### src/rtl/rle_decode_fifo.sv
// Run-length decoding FIFO: buffers DEPTH (count, data) run entries and replays
// each data word 'count' times on a valid/ready stream, flagging the final beat.
// Entries with a zero count are dropped at the write port.
// Optional feature macro: RLD_LEVEL_EN adds the 'level' output (stored entries).
module rle_decode_fifo #(
    parameter int unsigned DW    = 8,
    parameter int unsigned CW    = 4,
    parameter int unsigned DEPTH = 8
) (
    input  logic                     CLK,
    input  logic                     RST,
    input  logic                     wr_en,
    input  logic [DW-1:0]            wr_data,
    input  logic [CW-1:0]            wr_cnt,
    output logic                     full,
    output logic                     empty,
    output logic                     overflow,
    output logic                     out_valid,
    input  logic                     out_ready,
    output logic [DW-1:0]            out_data,
    output logic                     out_last
`ifdef RLD_LEVEL_EN
    ,
    output logic [$clog2(DEPTH):0]   level
`endif
);

    localparam int unsigned AW = $clog2(DEPTH);
    localparam logic [AW:0] FullCount = (AW + 1)'(DEPTH);

    // Entry storage: {count, data}; contents need no reset
    logic [CW+DW-1:0] r_mem [DEPTH];

    logic [AW-1:0] r_wr_ptr;
    logic [AW-1:0] r_rd_ptr;
    logic [AW:0]   r_count;
    logic [CW-1:0] r_rep;
    logic          r_overflow;

    logic [CW+DW-1:0] w_head;
    logic [CW-1:0]    w_head_cnt;
    logic [CW-1:0]    w_rep_final;
    logic             w_full;
    logic             w_empty;
    logic             w_wr_nonzero;
    logic             w_wr_acc;
    logic             w_xfer;
    logic             w_last;
    logic             w_pop;

    // Status, head-of-queue decode and handshake qualification
    always_comb begin
        w_full       = (r_count == FullCount);
        w_empty      = (r_count == '0);
        w_wr_nonzero = (wr_cnt != '0);
        // Full blocks a write even if the head is popped on the same edge
        w_wr_acc     = wr_en && !w_full && w_wr_nonzero;
        w_head       = r_mem[r_rd_ptr];
        w_head_cnt   = w_head[CW+DW-1:DW];
        w_rep_final  = w_head_cnt - CW'(1);
        w_last       = (r_rep == w_rep_final);
        w_xfer       = !w_empty && out_ready;
        w_pop        = w_xfer && w_last;
    end

    // Outputs are pure functions of registered state
    always_comb begin
        full      = w_full;
        empty     = w_empty;
        overflow  = r_overflow;
        out_valid = !w_empty;
        out_data  = w_head[DW-1:0];
        out_last  = w_last;
    end

`ifdef RLD_LEVEL_EN
    // Stored entry count exposed directly from the occupancy counter
    always_comb begin
        level = r_count;
    end
`endif

    // Entry write port; zero-count and overflowing writes never touch memory
    always_ff @(posedge CLK) begin
        if (w_wr_acc) begin
            r_mem[r_wr_ptr] <= {wr_cnt, wr_data};
        end
    end

    // Pointers, occupancy counter, replay counter and sticky overflow flag
    always_ff @(posedge CLK or posedge RST) begin
        if (RST) begin
            r_wr_ptr   <= '0;
            r_rd_ptr   <= '0;
            r_count    <= '0;
            r_rep      <= '0;
            r_overflow <= 1'b0;
        end else begin
            if (w_wr_acc) begin
                r_wr_ptr <= r_wr_ptr + AW'(1);
            end
            if (w_pop) begin
                r_rd_ptr <= r_rd_ptr + AW'(1);
            end
            unique case ({w_wr_acc, w_pop})
                2'b10:   r_count <= r_count + (AW + 1)'(1);
                2'b01:   r_count <= r_count - (AW + 1)'(1);
                default: r_count <= r_count;
            endcase
            if (w_xfer) begin
                r_rep <= w_last ? '0 : r_rep + CW'(1);
            end
            // Zero-count writes are silently dropped, even when full
            if (wr_en && w_full && w_wr_nonzero) begin
                r_overflow <= 1'b1;
            end
        end
    end

endmodule

### config.mk
export PLATFORM = sky130hd
export DESIGN_NAME = rle_decode_fifo
export DESIGN_NICKNAME = d
export VERILOG_FILES = /design/src/rtl/rle_decode_fifo.sv
export SDC_FILE = /design/constraint.sdc
export NUM_CORES = 1
export LEC_CHECK = 0
export BUFFER_PORTS_ARGS = -buffer_cell sky130_fd_sc_hd__buf_2
export CAP_MARGIN = 10
export CORE_MARGIN = 2
export CORE_UTILIZATION = 60
export DETAILED_ROUTE_END_ITERATION = 7
export GPL_TIMING_DRIVEN = 0
export MAX_ROUTING_LAYER = met4
export PLACE_DENSITY = 0.78
export REMOVE_ABC_BUFFERS = 1
export SYNTH_ARGS = -nofsm -noshare
export SYNTH_HDL_FRONTEND = slang
export SYNTH_SLANG_ARGS = --single-unit
### constraint.sdc
create_clock -name CLK -period 4.6 [get_ports CLK]
set_input_delay 0.23 -clock CLK [delete_from_list [all_inputs] [get_ports CLK]]
set_output_delay 0.23 -clock CLK [all_outputs]
set_load 0.05 [all_outputs]
==> tab_implementation.tex <==
\begin{tabular}{lr}
\hline
Metric & Value \\
\hline
\multicolumn{2}{l}{\textbf{Routing}} \\
\quad Detail Route Antenna Nets & 0 \\
\quad First-pass DRT Iterations & 6 \\
\quad Post-detailed-route via-to-cell ratio & $\sim$5.7 \\
\quad Total vias in the final route & 2236 \\
\quad Number of design-rule violations left by the first detailed-router iteration & 173 \\
\quad Drc violations & 0 \\
\quad WL per Instance & about 19 um \\
\quad Wire length after detailed routing & around 7.5 mm \\
\multicolumn{2}{l}{\textbf{Clocking}} \\
\quad Library cell used as clock root buffer & clkbuf\_8 \\
\quad Worst-Skew Late Latency & 0.36 ns \\
\quad Total of cells resized after clock tree synthesis & 0 \\
\quad Depth of the CTS H-tree & 3 \\
\quad TritonCTS clock tree & done \\
\quad Number of buffers inserted during clock tree synthesis & 9 \\
\quad Number of buffers added for setup after CTS & 0 \\
\quad Sinks on Clock Net & around 110 \\
\quad Count of hold buffers inserted by post-cts repair & 1 \\
\quad Number of buffers on the longest clock path & 2 \\
\quad Clk slew on worst S/H paths & $\sim$0.10 ns \\
\multicolumn{2}{l}{\textbf{STA}} \\
\quad Fmax & 245 MHz \\
\quad Setup violations, final & 0 \\
\quad Setup TNS & 0 ns \\
\quad Min Tclk post-route & around 4.1 ns \\
\quad Final Max Tran Viols & 0 \\
\quad Endpoints failing hold & 0 \\
\quad Worst path setup slack after routing & around 0.52 ns \\
\quad Post-route clock period utilization & between 80 and 90\% \\
\quad Fin Clk Skew & between 0.005 and 0.006 ns \\
\quad Max-slew headroom at the worst pin & around a quarter \\
\quad Setup repair after global routing missed its margin & no \\
\quad Slew at the pin closest to its max-slew limit & between 1 and 1.5 ns \\
\multicolumn{2}{l}{\textbf{Synthesis}} \\
\quad Most area-consuming cells after synthesis & edfxtp\_1, mux4\_2, dfrtp\_1 \\
\quad Post-synthesis instance area & 4560 um\^{}2 \\
\quad Share of synthesized area occupied by flip-flops and latches & between 70\% and 80\% \\
\quad Count of unique library cells instantiated by Yosys & 38 \\
\quad Warning count from the yosys run & 0 \\
\quad Primary FF master, synth & edfxtp\_1 \\
\quad Share of the synthesized area in the top cell type & 63.2\% \\
\quad EDFF count, synth & 96 \\
\quad Post-synth top area cell & edfxtp\_1 \\
\quad Proportion of register bits with asynchronous set or reset after synthesis & a little over an eighth \\
\quad Average footprint of a synthesized cell & $\sim$19 um\^{}2 \\
\quad Top post-synthesis cells by count & edfxtp\_1, mux4\_2, dfrtp\_1, nand2\_1 \\
\quad Top-count cell post-synth & edfxtp\_1 \\
\quad Yosys reg bits & between 100 and 150 \\
\quad Post-Synthesis Cells & $\sim$240 \\
\multicolumn{2}{l}{\textbf{Power and ir drop}} \\
\quad VDD IR max & 0.323 mV \\
\quad Power, Total & $\sim$3300 uW \\
\quad Total power density per cell area & roughly 640 nW/um\^{}2 \\
\quad Reported leakage power & 0.00181 uW \\
\multicolumn{2}{l}{\textbf{Setup path}} \\
\quad Endpoint arrival time on the critical path & around 4.3 ns \\
\quad Endpoint type of the worst setup path & register \\
\quad Required time at the worst-slack endpoint & between 4 and 5 ns \\
\quad Category of the worst setup path launch point & register \\
\quad Critical path type & register to register \\
\quad Biggest fanout along the worst timing path & 24 \\
\multicolumn{2}{l}{\textbf{Placement}} \\
\quad Worst slack after detailed placement & $\sim$0.5 ns \\
\quad Number of placed cells counting well taps & roughly 370 \\
\quad GPL Wtd Cong & 0.789 \\
\quad Half-perimeter wire length after detailed placement & approximately 5.0 mm \\
\quad Count of buffers inserted at the top-level ports & 28 \\
\multicolumn{2}{l}{\textbf{Final layout}} \\
\quad Area delta synth->final & 11.7\% \\
\quad Non-filler cells in the finished layout & 390 \\
\quad Final core utilization & between 60\% and 70\% \\
\quad Diode insertion count for antenna repair & 0 \\
\quad Number of nets in the final layout & 310 \\
\quad Total area of sequential cells & 3260 um\^{}2 \\
\quad Combined area of the multi-input logic cells & approximately 1200 um\^{}2 \\
\quad Fraction of final layout cells sized beyond drive strength 1 & 30.2\% \\
\quad Fill cell instance count of the final layout & 499 \\
\multicolumn{2}{l}{\textbf{GRT}} \\
\quad Wire length of the first global-routing pass & 11.9 mm \\
\quad Via count of the first global-routing pass & 2270 \\
\quad Number of antenna violations at the first check in global routing & 0 \\
\quad Congestion Overflow GR & 0 \\
\quad Maximum number of pins on one net before global-route repair & 25 \\
\quad Global Route Usage Sum & between 20\% and 30\% \\
\multicolumn{2}{l}{\textbf{Die}} \\
\quad Count of pins on the block boundary & 29 \\
\quad Starting density of the core & a little over three fifths \\
\quad Vertical die dimension & 91.2 um \\
\quad Die ar. & roughly 8300 um\^{}2 \\
\quad Die boundary width & 91.2 um \\
\quad Floorplan row count & 31 \\
\quad Core Footprint & between 7000 and 8000 um\^{}2 \\
\multicolumn{2}{l}{\textbf{Min path}} \\
\quad Worst hold path class & input port to register \\
\multicolumn{2}{l}{\textbf{Status}} \\
\quad Status & completed \\
\multicolumn{2}{l}{\textbf{Run}} \\
\quad Maxcap violations & 0 \\
\hline
\end{tabular}
[stage by stage]
step | cell area (um^2) | hold WS, ns
6_report | 5100 | 0.132
5_1_grt | 5100 | 0.126
4_1_cts | 5100 | 0.111
3_5_place_dp | 4900 | 0.321
3_3_place_gp | 4790 | 0.317
2_1_floorplan | 4520 | 0.131
[worst max-delay path, stage by stage (launching register included)]
cell and delay [ns]:
dfrtp_2 0.56, buf_12 0.25, mux4_1 0.57, nand2b_1 0.15
o311ai_1 0.19, ha_1 0.25, xnor2_1 0.14, xnor2_1 0.14
nand2_1 0.17, nor3_4 0.34, ha_1 0.26, ha_1 0.25
a21o_1 0.18, a21oi_1 0.17, xnor2_1 0.13, nor2_1 0.06
xor2_1 0.14
[placed cells by master (no fill, tap or decap), types with 2 or more instances in the layout]
cell type,Yosys,layout
mux4_2,19,19
nor2_1,11,11
nor3_2,0,2
buf_6,1,6
nand2b_1,4,4
mux2_2,10,10
dfrtp_1,15,14
inv_1,8,8
inv_8,0,2
mux4_1,2,2
buf_2,1,28
edfxtp_1,96,96
inv_6,0,3
xnor2_1,5,5
nand2_1,12,12
ha_1,7,7
nor3_1,7,5
xor2_1,6,6
buf_4,1,2
clkbuf_8,0,9
o21ai_0,4,4
mux2i_1,11,11
o31ai_1,2,2
nand3_1,2,2
[layout make-up]
class | count | share of cell area, %
sequential | 111 | 64.0
multi-input combinational | 118 | 24.4
timing repair buffer | 38 | 4.96
clock buffer | 10 | 2.50
tap | 99 | 2.43
clock inverter | 6 | 1.13
inverter | 8 | 0.589
[state kept, by name (all words and copies together), names as in the netlist]
| signal | flops |
|---|---|
| r_rd_ptr | 3 |
| r_count | 4 |
| r_mem | 96 |
| overflow | 1 |
| r_rep | 4 |
| r_wr_ptr | 3 |
[per-layer routing]
layer,track usage (%),share of wire [%]
met1,26.8,44
met2,32.2,52
met3,2.57,2.3
met4,8.71,1.8
met5,-,0
[cell families (layout without fill, tap and decap cells)]
kind of cell,count (synthesis),count (layout),synth area share [%]
adder cells (fa/ha/maj),8,8,2.36
buffers and inverters,15,62,1.51
AO/OA/AOI/OAI,13,13,2.00
multiplexers,43,43,15.7
flip-flops,111,111,71.4
XOR/XNOR,12,12,2.47
AND/OR/NAND/NOR,42,42,4.50
[power breakdown]
group	leakage (uW)	switching, uW	total [uW]	internal (uW)
clock	0.0000957	326	538	212
sequential	0.00105	173	1450	1280
combinational	0.000666	739	1280	542
[path summary, 6_finish.rpt]
check	cells past startpoint	from	slack (ns)	to
worst min register to register	1	r_count[3]	0.49	r_count[3]
min in group asynchronous	3	RST	0.47	r_wr_ptr[2]
worst max-delay path	16	r_rd_ptr[0]	0.52	r_count[3]
worst max register to register	16	r_rd_ptr[0]	0.52	r_count[3]
worst min-delay path	1	wr_data[4]	0.13	r_mem[3][4]
max in group asynchronous	3	RST	3.71	r_rd_ptr[0]
(Power assumes the default switching activity.)
